## src/rtl/mips_cpu_pkg.sv

```systemverilog
// mips_cpu_pkg: shared ALU control codes and mul/div op classification
package mips_cpu_pkg;
  localparam logic [4:0] ALU_MULTU = 5'b00111;
  localparam logic [4:0] ALU_MULT  = 5'b01000;
  localparam logic [4:0] ALU_DIV   = 5'b01111;
  localparam logic [4:0] ALU_DIVU  = 5'b10000;
  localparam logic [4:0] ALU_MTHI  = 5'b10001;
  localparam logic [4:0] ALU_MTLO  = 5'b10010;
  function automatic logic is_muldiv(input logic [4:0] op);
    return op == ALU_MULTU || op == ALU_MULT || op == ALU_DIV || op == ALU_DIVU;
  endfunction
  function automatic logic is_signed_op(input logic [4:0] op);
    return op == ALU_MULT || op == ALU_DIV;
  endfunction
  function automatic logic is_div_op(input logic [4:0] op);
    return op == ALU_DIV || op == ALU_DIVU;
  endfunction
endpackage

```

## src/rtl/mips_cpu_muldiv_seq_if.sv

```systemverilog
// mips_cpu_muldiv_seq_if: controller-to-muldiv issue and HI/LO result bundle
interface mips_cpu_muldiv_seq_if #(parameter int WIDTH = 32);
  logic             start;
  logic [4:0]       op;
  logic [WIDTH-1:0] a;
  logic [WIDTH-1:0] b;
  logic             busy;
  logic             done;
  logic [WIDTH-1:0] hi;
  logic [WIDTH-1:0] lo;
  modport master(output start, op, a, b, input busy, done, hi, lo);
  modport slave(input start, op, a, b, output busy, done, hi, lo);
endinterface

```

## src/rtl/mips_cpu_muldiv_step.sv

```systemverilog
// mips_cpu_muldiv_step: one shift-add multiply or restoring divide iteration
module mips_cpu_muldiv_step #(parameter int WIDTH = 32) (
  input  logic [2*WIDTH-1:0] acc,
  input  logic [WIDTH-1:0]   operand,
  input  logic               div,
  output logic [2*WIDTH-1:0] acc_nxt
);
  logic [WIDTH:0]   sum;
  logic [WIDTH:0]   rem;
  logic [WIDTH-1:0] dif;
  logic             ge;
  always_comb begin
    sum = {1'b0, acc[2*WIDTH-1:WIDTH]} + (acc[0] ? {1'b0, operand} : '0);
    rem = {acc[2*WIDTH-1:WIDTH], acc[WIDTH-1]};
    ge = rem >= {1'b0, operand};
    dif = ge ? rem[WIDTH-1:0] - operand : rem[WIDTH-1:0];
    acc_nxt = div ? {dif, acc[WIDTH-2:0], ge} : {sum, acc[WIDTH-1:1]};
  end
endmodule

```

## src/rtl/mips_cpu_muldiv_seq.sv

```systemverilog
// mips_cpu_muldiv_seq: iterative multiply/divide sequencer owning HI/LO
module mips_cpu_muldiv_seq import mips_cpu_pkg::*; #(parameter int WIDTH = 32) (
  input logic                  clk,
  input logic                  reset,
  mips_cpu_muldiv_seq_if.slave bus
);
  localparam int CW = $clog2(WIDTH);
  typedef enum logic [1:0] {IDLE, CALC, FIX} state_t;
  state_t             state;
  logic [CW-1:0]      cnt;
  logic [2*WIDTH-1:0] acc, acc_nxt, prod;
  logic [WIDTH-1:0]   opnd, hi, lo, a_mag, b_mag, quo, rem;
  logic               is_div, neg_q, neg_r, done, sgn, dop;
  assign sgn = is_signed_op(bus.op);
  assign dop = is_div_op(bus.op);
  assign a_mag = sgn && bus.a[WIDTH-1] ? -bus.a : bus.a;
  assign b_mag = sgn && bus.b[WIDTH-1] ? -bus.b : bus.b;
  assign prod = neg_q ? -acc : acc;
  assign quo = neg_q ? -acc[WIDTH-1:0] : acc[WIDTH-1:0];
  assign rem = neg_r ? -acc[2*WIDTH-1:WIDTH] : acc[2*WIDTH-1:WIDTH];
  assign bus.busy = state != IDLE;
  assign bus.done = done;
  assign bus.hi = hi;
  assign bus.lo = lo;
  mips_cpu_muldiv_step #(.WIDTH(WIDTH)) u_step (
    .acc(acc),
    .operand(opnd),
    .div(is_div),
    .acc_nxt(acc_nxt)
  );
  always_ff @(posedge clk or negedge reset)
    if (!reset) begin
      state <= IDLE;
      cnt <= '0;
      acc <= '0;
      opnd <= '0;
      is_div <= 1'b0;
      neg_q <= 1'b0;
      neg_r <= 1'b0;
      hi <= '0;
      lo <= '0;
      done <= 1'b0;
    end else begin
      done <= 1'b0;
      case (state)
        IDLE: if (bus.start) begin
          if (is_muldiv(bus.op)) begin
            acc <= {{WIDTH{1'b0}}, dop ? a_mag : b_mag};
            opnd <= dop ? b_mag : a_mag;
            is_div <= dop;
            neg_q <= sgn && (bus.a[WIDTH-1] ^ bus.b[WIDTH-1]) && !(dop && bus.b == '0);
            neg_r <= sgn && bus.a[WIDTH-1];
            cnt <= CW'(WIDTH - 1);
            state <= CALC;
          end
          hi <= bus.op == ALU_MTHI ? bus.a : hi;
          lo <= bus.op == ALU_MTLO ? bus.a : lo;
        end
        CALC: begin
          acc <= acc_nxt;
          cnt <= cnt == '0 ? cnt : cnt - 1'b1;
          state <= cnt == '0 ? FIX : CALC;
        end
        default: begin
          hi <= is_div ? rem : prod[2*WIDTH-1:WIDTH];
          lo <= is_div ? quo : prod[WIDTH-1:0];
          done <= 1'b1;
          state <= IDLE;
        end
      endcase
    end
endmodule

```

## src/flat_wrapper.sv

```systemverilog
// flat-port wrapper written by rule: the top's interface ports become plain ports
module mips_cpu_muldiv_seq_flat import mips_cpu_pkg::*;
#(parameter int WIDTH = 32)
  (clk, reset, bus_start, bus_op, bus_a, bus_b, bus_busy, bus_done, bus_hi, bus_lo);
  mips_cpu_muldiv_seq_if #(.WIDTH(WIDTH)) bus_i ();
  input logic clk;
  input logic reset;
  input wire logic [$bits(bus_i.start)-1:0] bus_start;
  input wire logic [$bits(bus_i.op)-1:0] bus_op;
  input wire logic [$bits(bus_i.a)-1:0] bus_a;
  input wire logic [$bits(bus_i.b)-1:0] bus_b;
  output wire logic [$bits(bus_i.busy)-1:0] bus_busy;
  output wire logic [$bits(bus_i.done)-1:0] bus_done;
  output wire logic [$bits(bus_i.hi)-1:0] bus_hi;
  output wire logic [$bits(bus_i.lo)-1:0] bus_lo;
  assign bus_i.start = bus_start;
  assign bus_i.op = bus_op;
  assign bus_i.a = bus_a;
  assign bus_i.b = bus_b;
  assign bus_busy = bus_i.busy;
  assign bus_done = bus_i.done;
  assign bus_hi = bus_i.hi;
  assign bus_lo = bus_i.lo;
  mips_cpu_muldiv_seq #(.WIDTH(WIDTH)) u_core (.clk(clk), .reset(reset), .bus(bus_i));
endmodule
```

## config.mk

```make
export PLATFORM = sky130hd
export DESIGN_NAME = mips_cpu_muldiv_seq_flat
export DESIGN_NICKNAME = d
export VERILOG_FILES = /design/src/rtl/mips_cpu_pkg.sv /design/src/rtl/mips_cpu_muldiv_seq_if.sv /design/src/rtl/mips_cpu_muldiv_step.sv /design/src/rtl/mips_cpu_muldiv_seq.sv /design/src/flat_wrapper.sv
export SDC_FILE = /design/constraint.sdc
export NUM_CORES = 1
export LEC_CHECK = 0
export BUFFER_PORTS_ARGS = -buffer_cell sky130_fd_sc_hd__buf_2
export CORE_MARGIN = 2
export CORE_UTILIZATION = 62
export CTS_BUF_LIST = sky130_fd_sc_hd__clkbuf_4
export DETAILED_ROUTE_END_ITERATION = 7
export PLACE_DENSITY = 0.84
export SLEW_MARGIN = 40
export SYNTH_ARGS = -nofsm -noshare
export SYNTH_HDL_FRONTEND = slang
export SYNTH_SLANG_ARGS = --single-unit
```

## constraint.sdc

```tcl
create_clock -name clk -period 4.1 [get_ports clk]
set_input_delay 0.82 -clock clk [delete_from_list [all_inputs] [get_ports clk]]
set_output_delay 0.82 -clock clk [all_outputs]
set_load 0.05 [all_outputs]
```

## Word level (Yosys, flattened, before mapping)

Cells that the tools add are included.

- Flip-flop bits (word level): 171
- Bits of input ports: 72
- Output and inout bits: 66
- Logic and storage cells: 86

- $add $sub $neg: 8
- Magnitude comparators: 1
- Equality and inequality tests: 12
- Multiplexer cells: 30
- Bitwise logic cells: 2
- Reductions and logical operators: 23

Operators by type and width:

| kind | count |
|---|---|
| $mux W32 | 14 |
| $mux W64 | 4 |
| $neg A32 Y32 | 4 |
| $pmux W32 S2 | 2 |
| $pmux W64 S2 | 1 |
| $neg A64 Y64 | 1 |
| $add A32 B33 Y33 | 1 |
| $ge A33 B32 Y1 | 1 |
| $logic_not A32 Y1 | 1 |
| $sub A32 B32 Y32 | 1 |
| $eq A5 B5 Y1 const B | 3 |
| $mux W5 | 3 |
| $reduce_and A3 Y1 | 4 |
| $eq A5 B4 Y1 const B | 2 |
| $pmux W5 S2 | 1 |
| $mux W2 | 3 |
| $ne A2 B1 Y1 const B | 3 |
| $eq A5 B3 Y1 const B | 1 |
| $logic_and A1 B1 Y1 | 5 |
| $logic_not A5 Y1 | 1 |
| $logic_or A1 B1 Y1 | 5 |
| $sub A5 B1 Y5 const B | 1 |
| $ne A2 B2 Y1 const B | 2 |
| $pmux W2 S2 | 1 |
| other kinds (10) | 11 |

## Longest topological paths before layout

Gate-level depths: netlist (run 1).

- Word-level depth: 8
- Mapped depth: 15
- Depth with buffers taken out: 13

## Cells and area by module

From an unflattened synthesis (run 1), not the netlist that was laid out.

- Cell total of the unflattened synthesis: 1936
- Area total of the unflattened synthesis: 15833.9 um^2

By module, submodules not included:

| module | instances | cells each | area each (um^2) | seq. area each (um^2) |
|---|---|---|---|---|
| mips_cpu_muldiv_seq | 1 | 1265 | 11135.7 | 4279.1 |
| mips_cpu_muldiv_step | 1 | 671 | 4698.3 | 0.0 |

## Least setup slack after synthesis (run 1)

Ideal clock, no wire load.

- Path type: reg2reg
- Start: register u_core.acc[0]
- End: register u_core.acc[61]
- Arrival time: 3.103 ns
- Required time: 3.965 ns
- Setup slack: 0.862 ns
- Cell stages (with the launch flop): 15
- Path buffers: 2
- Period minus slack after synthesis: 3.238 ns
- Cells stage by stage: dfrtp_1 > clkbuf_1 > inv_1 > clkbuf_1 > nor2_1 > ha_1 > a21oi_1 > o21ai_0 > a2111oi_0 > a21oi_1 > o21a_1 > a21o_1 > a211o_1 > a31oi_1 > o31ai_1

- Word-level cells in the longest chain between the ends: 4

RTL lines:

| element | line | text |
|---|---|---|
| start: declaration | mips_cpu_muldiv_seq.sv:11 | `logic [2*WIDTH-1:0] acc, acc_nxt, prod;` |
| start signal: assignment | mips_cpu_muldiv_seq.sv:48 | `acc <= {{WIDTH{1'b0}}, dop ? a_mag : b_mag};` |
| start signal: assignment | mips_cpu_muldiv_seq.sv:60 | `acc <= acc_nxt;` |
| $mux W32 | mips_cpu_muldiv_step.sv:13 | `sum = {1'b0, acc[2*WIDTH-1:WIDTH]} + (acc[0] ? {1'b0, operand} : '0);` |
| $add A32 B33 Y33 | mips_cpu_muldiv_step.sv:13 |  |
| $mux W64 | mips_cpu_muldiv_step.sv:17 | `acc_nxt = div ? {dif, acc[WIDTH-2:0], ge} : {sum, acc[WIDTH-1:1]};` |
| $pmux W64 S2 | mips_cpu_muldiv_seq.sv:45 | `case (state)` |

Every way passes these cells.
A chain may end at the register's enable or synchronous reset.

## Final worst setup path (run 1)

- Start: register u_core.acc[37]
- End: register u_core.acc[41]

- Word-level cells in the longest chain between the ends: 4

RTL lines:

| element | line | text |
|---|---|---|
| $sub A32 B32 Y32 or $ge A33 B32 Y1 (tied branches) | mips_cpu_muldiv_step.sv:16, mips_cpu_muldiv_step.sv:15 |  |
| $mux W32 | mips_cpu_muldiv_step.sv:16 | `dif = ge ? rem[WIDTH-1:0] - operand : rem[WIDTH-1:0];` |
| $mux W64 * | mips_cpu_muldiv_step.sv:17 |  |
| $pmux W64 S2 * | mips_cpu_muldiv_seq.sv:45 |  |

Mark *: on every way between the ends. The rest lies on a longest branch, timed or not.

==> results of run 1 <==
==> layer usage <==
layer  up-vias  GRT usage [%]
li1       7316              -
met1      7748          61.99
met2      1135          66.58
met3       196          11.70
met4         2          20.68
met5         -              0
==> worst max path at each step <==
stage | from | endpoint | slack [ps] | depth (start not counted)
final | u_core.acc[37]$_DFFE_PN0P_ | u_core.acc[41]$_DFFE_PN0P_ | 260 | 11
after global routing | u_core.acc[0]$_DFFE_PN0P_ | u_core.acc[61]$_DFFE_PN0P_ | 110 | 13
after CTS | u_core.acc[0]$_DFFE_PN0P_ | u_core.acc[61]$_DFFE_PN0P_ | 390 | 12
after detailed placement | u_core.acc[0]$_DFFE_PN0P_ | u_core.acc[61]$_DFFE_PN0P_ | 420 | 12
after global placement | u_core.acc[0]$_DFFE_PN0P_ | u_core.acc[61]$_DFFE_PN0P_ | 450 | 12
after floorplan | u_core.acc[0]$_DFFE_PN0P_ | u_core.acc[61]$_DFFE_PN0P_ | 860 | 14
==> per-stage QoR <==
stage / cell area, um2 / worst slack, ps / power (mW) / hold slack (ps)
detailed placement: 16360 / 422.6 / 14.38 / 466.5
floorplan: 15180 / 861.7 / 11.08 / 427.8
global placement: 16280 / 452.8 / 14.12 / 443.5
finish: 16720 / 264.0 / 15.96 / 195.8
CTS: 16680 / 388.9 / 15.51 / 246.0
global route: 16720 / 111.4 / 16.86 / 225.5
==> power breakdown <==
part	leakage (nW)	total, mW	internal (mW)	switching [mW]
clock network	0.164	1.12	0.301	0.817
registers	2.11	3.53	2.48	1.05
logic	4.99	11.3	4.03	7.29
total	7.25	16.0	6.81	9.15
==> cells in the final DEF, fill, tap and decap left out, types with 11 or more instances in the layout <==
cell type  instances
dfrtp_1          170
or3_1             15
a31oi_1           19
a21o_1            24
a211oi_1          39
clkbuf_4          17
and2_1            11
mux2i_1           53
a21oi_1          172
buf_4             55
nor3_1            33
o21a_1            13
o21ai_0          180
a22oi_1           20
xnor2_1           98
nand2_1          226
nand4_1           19
o31ai_1           52
and3_1            14
ha_1              69
nand2b_1          17
buf_2            136
inv_1             70
xor2_1            72
nand3_1           35
o211ai_1          14
nor2_1           215
nor4_1            25
o21ai_1           19
==> registers in the layout (all words and copies together) (netlist names) <==
register         count
u_core.acc          64
u_core.bus.done      1
u_core.bus.hi       32
u_core.bus.lo       32
u_core.cnt           5
u_core.is_div        1
u_core.neg_q         1
u_core.neg_r         1
u_core.opnd         32
u_core.state         2
==> area by class of cell <==
cell class                      instances  area share, %
Multi-Input combinational cell       1614          61.04
Sequential cell                       171          25.59
Timing Repair Buffer                  199          7.414
Tap cell                              324          2.424
Inverter                               72          1.638
Clock inverter                         15          1.100
Clock buffer                           17         0.7631
Antenna cell                            2        0.02993
==> cell families (layout without fill, tap and decap cells) <==
kind of cell	Yosys count	in the layout	synth area share (%)
flops	171	171	28.19
mux	63	63	4.237
fa+ha+maj	71	71	5.952
compound gates	642	642	26.33
xor+xnor	170	170	9.810
simple gates	668	668	20.30
other cells	0	2	0
buf+inv	198	303	5.185
==> timing repair <==
| item | in CTS | in global routing |
|---|---|---|
| hold buffers | 0 | 0 |
| endpoints found under the setup margin | 0 | 1 |
| setup buffers | 0 | 3 |
| gates resized for setup | 0 | 1 |
==> summary.md, run 1 <==
| Metric | Value |
|---|---|
| Buffers added on ports | `137` |
| Final RePlAce weighted congestion | `1.015` |
| Post-layout util | `69.17%` |
| WL met3 | `around 7500 um` |
| Cells after DPL | `2377` |
| Met2 Wirelength | `24760 um` |
| Reg-to-reg setup timing slack | `260 ps` |
| Worst-path cell chain | `ha_1, nand3_1, nor3_1, o31ai_1, and3b_1, o41a_1, o41ai_4, buf_12, mux2_2, a21oi_1, o21ai_1` |
| Final hold violations | `0` |
| Vias per inst | `6.792` |
| Initial antenna violation count | `3` |
| Top-count cell post-synth | `nand2_1` |
| Clock transition at the registers of the reported paths | `200 ps` |
| First-pass DRT Iterations | `6` |
| I/O pins | `138` |
| CTS sink count | `171` |
| Post-synth EDFFs | `0` |
| Largest net degree at the start of global routing | `84` |
| Die Area | `25750 um2` |
| CTS tree | `yes` |
| DIE HEIGHT | `around 160 um` |
| Fmax | `260.7 MHz` |
| M1 WL | `23330 um` |
| Worst min-delay path category | `in2async` |
| Worst Path Max Fanout | `19` |
| Final count of pins violating max slew | `0` |
| DR top layer | `met5` |
| Clk buf depth | `2` |
| Die Width | `160.5 um` |
| Clk Latency, worst-skew pair | `620 ps` |
| Global-route wire length before repair | `roughly 89000 um` |
| Clk_skew | `about 41 ps` |
| Antenna Nets Post-Route | `0` |
| Worst setup SP type | `flop` |
| Synth area leader | `dfrtp_1` |
| Initial Utilization | `62.78%` |
| Avg Synthesized Cell Area | `7.654 um2` |
| Leak pwr | `7.254 nW` |
| Peak VDD IR | `0.0007259 V` |
| Number of max-cap violations | `0` |
| Yosys cell types | `76` |
| Yosys Warn Count | `0` |
| Share of cells above drive strength 1 | `between 10% and 20%` |
| CP arrival | `4300 ps` |
| Area growth, synth to finish | `10.18%` |
| Ys async rst share | `100.0%` |
| CTS H-tree lvls | `4` |
| Synth top area cells | `dfrtp_1 28%, o21ai_0 5.9%, ha_1 5.7%, a21oi_1 5.7%, xnor2_1 5.7%` |
| Worst rel slew slack | `39.96%` |
| Critical R2R Capture | `u_core.acc[41]$_DFFE_PN0P_` |
| Number of buffers created by CTS | `17` |
| Nets | `2218` |
| Synthesized flop and latch total | `171` |
| Status | `finished, final reports clean` |
| Non-Filler Instances | `2414` |
| Overall global routing resource usage | `around 45%` |
| DR WL/cell | `24.26 um` |
| RSZ-0062 raised after global routing | `no` |
| CTS root buf | `clkbuf_4` |
| DRC Markers | `0` |
| Seq/Total Area, Yosys | `28.19%` |
| CP max-delay cell | `dfrtp_1` |
| Top FF cell, synth | `dfrtp_1` |
| FF-to-FF Start | `u_core.acc[37]$_DFFE_PN0P_` |
| Post-synth top cells | `227 x nand2_1, 219 x nor2_1, 180 x o21ai_0, 172 x a21oi_1, 171 x dfrtp_1` |
| Setup TNS | `0 ps` |
| Mapped Cells | `1983` |
| Num rows | `57` |
| Final setup viols | `0` |
| CP required | `between 4000 and 5000 ps` |
| Total grt overflow | `0` |
| Worst R2R Path Depth | `11` |
| Core Area | `24180 um2` |
| Reg area | `roughly 4300 um2` |
| Post-Syn Area | `15180 um2` |
| Tightest Pin Transition | `900.6 ps` |
| Fill cells | `2042` |
| Via count | `16400` |
| Final worst path period share | `93.56%` |
| Net Count, Synth | `2126` |
| Crit. End Element | `flop` |
| Vias in the first global route | `15420` |
| Setup CP Type | `reg2reg` |
| 1st-iter DRT viols | `~2200` |
| Detail Placement HPWL | `45160 um` |
| Power Dens Cells | `954.2 nW/um2` |
| Buf+Inv Stages, Crit Path | `1` |
| Multi-input combinational cell area | `between 10000 and 15000 um2` |
| Post-synth top area share | `between 20% and 30%` |
| CP top delay family | `compound AO/OA/AOI/OAI gates` |
| Crit path largest cell delay | `610 ps` |
| Min cycle time layout | `3836 ps` |
| Routed WL | `58560 um` |
(Power assumes the default switching activity.)
==> run 2, diff against run 1 <==
- CORE_UTILIZATION: 62 -> 25
- PLACE_DENSITY: 0.84 -> 0.41
- SLEW_MARGIN: 40 -> default
==> summary.md, run 2 (synthesis results as in run 1) <==
| Metric | Value |
|---|---|
| Final count of pins violating max slew | `0 (unchanged)` |
| Clock transition at the registers of the reported paths | `180 ps (-20 ps)` |
| Crit. End Element | `flop` |
| Levels on crit path | `13 (+2)` |
| CP required | `4650 ps (+90 ps)` |
| Number of buffers created by CTS | `17 (unchanged)` |
| Worst-path cell chain | `inv_1, ha_1, inv_1, fa_1, a211oi_2, o21ai_0, a21oi_1, a221oi_1, a211oi_1, o221ai_1, xor2_1, a221oi_1, o21ai_0` |
| DRC Markers | `0 (unchanged)` |
| Share of cells above drive strength 1 | `13.45% (+0.24 points)` |
| DIE HEIGHT | `250.4 um (+56%)` |
| Total grt overflow | `0 (unchanged)` |
| Fill cells | `6538 (+220%)` |
| I/O pins | `138 (unchanged)` |
| Initial Utilization | `25.19% (-38 points)` |
| Die Area | `62700 um2 (+140%)` |
| Worst R2R Path Depth | `13 (+2)` |
| Worst min-delay path category | `in2async` |
| Routed WL | `69440 um (+19%)` |
| Clk Latency, worst-skew pair | `700 ps (+80 ps)` |
| Antenna Nets Post-Route | `0 (unchanged)` |
| Core Area | `60250 um2 (+150%)` |
| Initial antenna violation count | `4 (+1)` |
| Crit path largest cell delay | `530 ps (-80 ps)` |
| DR WL/cell | `24.09 um (-0.68%)` |
| Final worst path period share | `95.92% (+2.4 points)` |
| Buf+Inv Stages, Crit Path | `2 (+1)` |
| Hold-fix buffers, CTS | `0 (unchanged)` |
| Final hold violations | `0 (unchanged)` |
| Reg area | `4283 um2 (about the same)` |
| Nets | `2226 (+0.36%)` |
| CTS H-tree lvls | `4 (unchanged)` |
| Most common cell after layout, fill and taps aside | `nand2_1` |
| Clk buf depth | `2 (unchanged)` |
| Detail Placement HPWL | `55250 um (+22%)` |
| Multi-input combinational cell area | `10190 um2 (-0.12%)` |
| Clk_skew | `36.89 ps (-4.189 ps)` |
| Die Width | `250.4 um (+56%)` |
| Int Power | `6.858 mW (+0.74%)` |
| Final setup viols | `0 (unchanged)` |
| Min cycle time layout | `3933 ps (+96.51 ps)` |
| Clock power frac | `7.0% (about the same)` |
| Switching power share of the total | `57.27% (-0.065 points)` |
| CTS sink count | `171 (unchanged)` |
| Power Dens Cells | `929.2 nW/um2 (-2.6%)` |
| Vias per inst | `5.375 (-21%)` |
| Peak VDD IR | `0.0005721 V (-21%)` |
| CTS root buf | `clkbuf_4` |
| First-pass DRT Iterations | `6 (unchanged)` |
| Largest net degree at the start of global routing | `88 (+4.8%)` |
| CP top delay family | `compound AO/OA/AOI/OAI gates` |
| Non-Filler Instances | `2882 (+19%)` |
| Power Total | `16.05 mW (+0.59%)` |
| Global-route wire length before repair | `102200 um (+15%)` |
| Fmax | `254.3 MHz (-2.5%)` |
| Switch Pwr | `9.193 mW (+0.47%)` |
| Buffers added on ports | `137 (unchanged)` |
| RSZ-0062 raised after global routing | `no` |
| Sequential Power Share | `21.7% (-0.4 points)` |
| CTS tree | `yes` |
| Final RePlAce weighted congestion | `0.8868 (-13%)` |
| Worst setup SP type | `flop` |
| Worst Path Max Fanout | `7 (-12)` |
| Worst rel slew slack | `21.08% (-19 points)` |
| Setup CP Type | `reg2reg` |
| Number of max-cap violations | `0 (unchanged)` |
| Tightest Pin Transition | `1173 ps (+272.4 ps)` |
| Largest reg by FF count | `u_core.acc` |
| Num rows | `90 (+58%)` |
| CP max-delay cell | `dfrtp_1` |
| Vias in the first global route | `14850 (-3.7%)` |
| Leak pwr | `7.268 nW (+0.19%)` |
| 1st-iter DRT viols | `1372 (-37%)` |
| Most frequent cells in the layout | `226 x nand2_1, 215 x nor2_1, 180 x o21ai_0` |
| Largest register FFs | `64 (unchanged)` |
| Overall global routing resource usage | `21.94% (-23 points)` |
| Status | `finished, final reports clean` |
| Setup TNS | `0 ps (unchanged)` |
| Combinational Power Share | `71.3% (+0.4 points)` |
| CP arrival | `4490 ps (+190 ps)` |
| Area growth, synth to finish | `13.81%` |
| Cells after DPL | `2846 (+20%)` |
| Via count | `15490 (-5.5%)` |
-- run 2: cell types whose count changed in the layout (fill, tap and decap cells not counted), sizes merged --
cell and delta:
buf +9, bufinv +2, clkbuf +1, clkinvlp -1
diode +2, inv -3
-- run 2: worst paths after layout --
check	from	to	slack, ps
setup / recovery	u_core.acc[31]$_DFFE_PN0P_	u_core.acc[60]$_DFFE_PN0P_	170
hold / removal	reset	u_core.acc[10]$_DFFE_PN0P_	190
setup reg to reg	u_core.acc[31]$_DFFE_PN0P_	u_core.acc[60]$_DFFE_PN0P_	170
hold reg to reg	u_core.cnt[4]$_DFFE_PN0P_	u_core.state[1]$_DFFE_PN0P_	480
max in group asynchronous	reset	u_core.bus.lo[15]$_DFFE_PN0P_	2890
min in group clk	bus_a[28]	u_core.bus.hi[28]$_DFFE_PN0P_	420
-- run 2: power groups by stage --
stage	Clock (mW)	Sequential [mW]	Combinational, mW
detailed placement	0	3.50	11.3
global placement	0	3.49	11.3
global route	1.23	3.58	12.4
floorplan	0	4.10	6.98
finish	1.13	3.48	11.4
CTS	1.16	3.46	11.3
-- run 2: what timing repair did --
| item | in CTS | in global routing |
|---|---|---|
| gates resized for setup | 0 | 2 |
| endpoints found under the hold margin | 0 | 0 |
| setup endpoints to repair | 0 | 4 |
| setup buffers | 0 | 0 |
-- run 2: final cells by class --
| cell class | count | area share (%) |
|---|---|---|
| clock inverter | 13 | 0.8112 |
| timing repair buffer | 207 | 7.265 |
| inverter | 72 | 1.565 |
| sequential | 171 | 24.79 |
| antenna | 4 | 0.05795 |
| tap | 782 | 5.664 |
| multi-input combinational | 1614 | 59.02 |
| clock buffer | 19 | 0.8257 |
-- run 2: through the flow --
step | area (um2) | worst slack (ps) | util [%] | hold slack [ps]
3_5_place_dp | 16970 | 159.7 | 28.17 | 444.9
6_report | 17270 | 167.5 | 28.67 | 186.5
4_1_cts | 17250 | 111.1 | 28.64 | 234.6
3_3_place_gp | 16970 | 177.6 | 28.17 | 456.6
2_1_floorplan | 15180 | 861.7 | - | 427.8
5_1_grt | 17270 | 8.864 | 28.66 | 222.8
-- run 2: per-layer routing --
metal | global-route usage (%) | part of all wire, %
met1 | 32.74 | 50
met2 | 32.75 | 43
met3 | 3.772 | 5.1
met4 | 4.705 | 1.8
met5 | 0 | 0
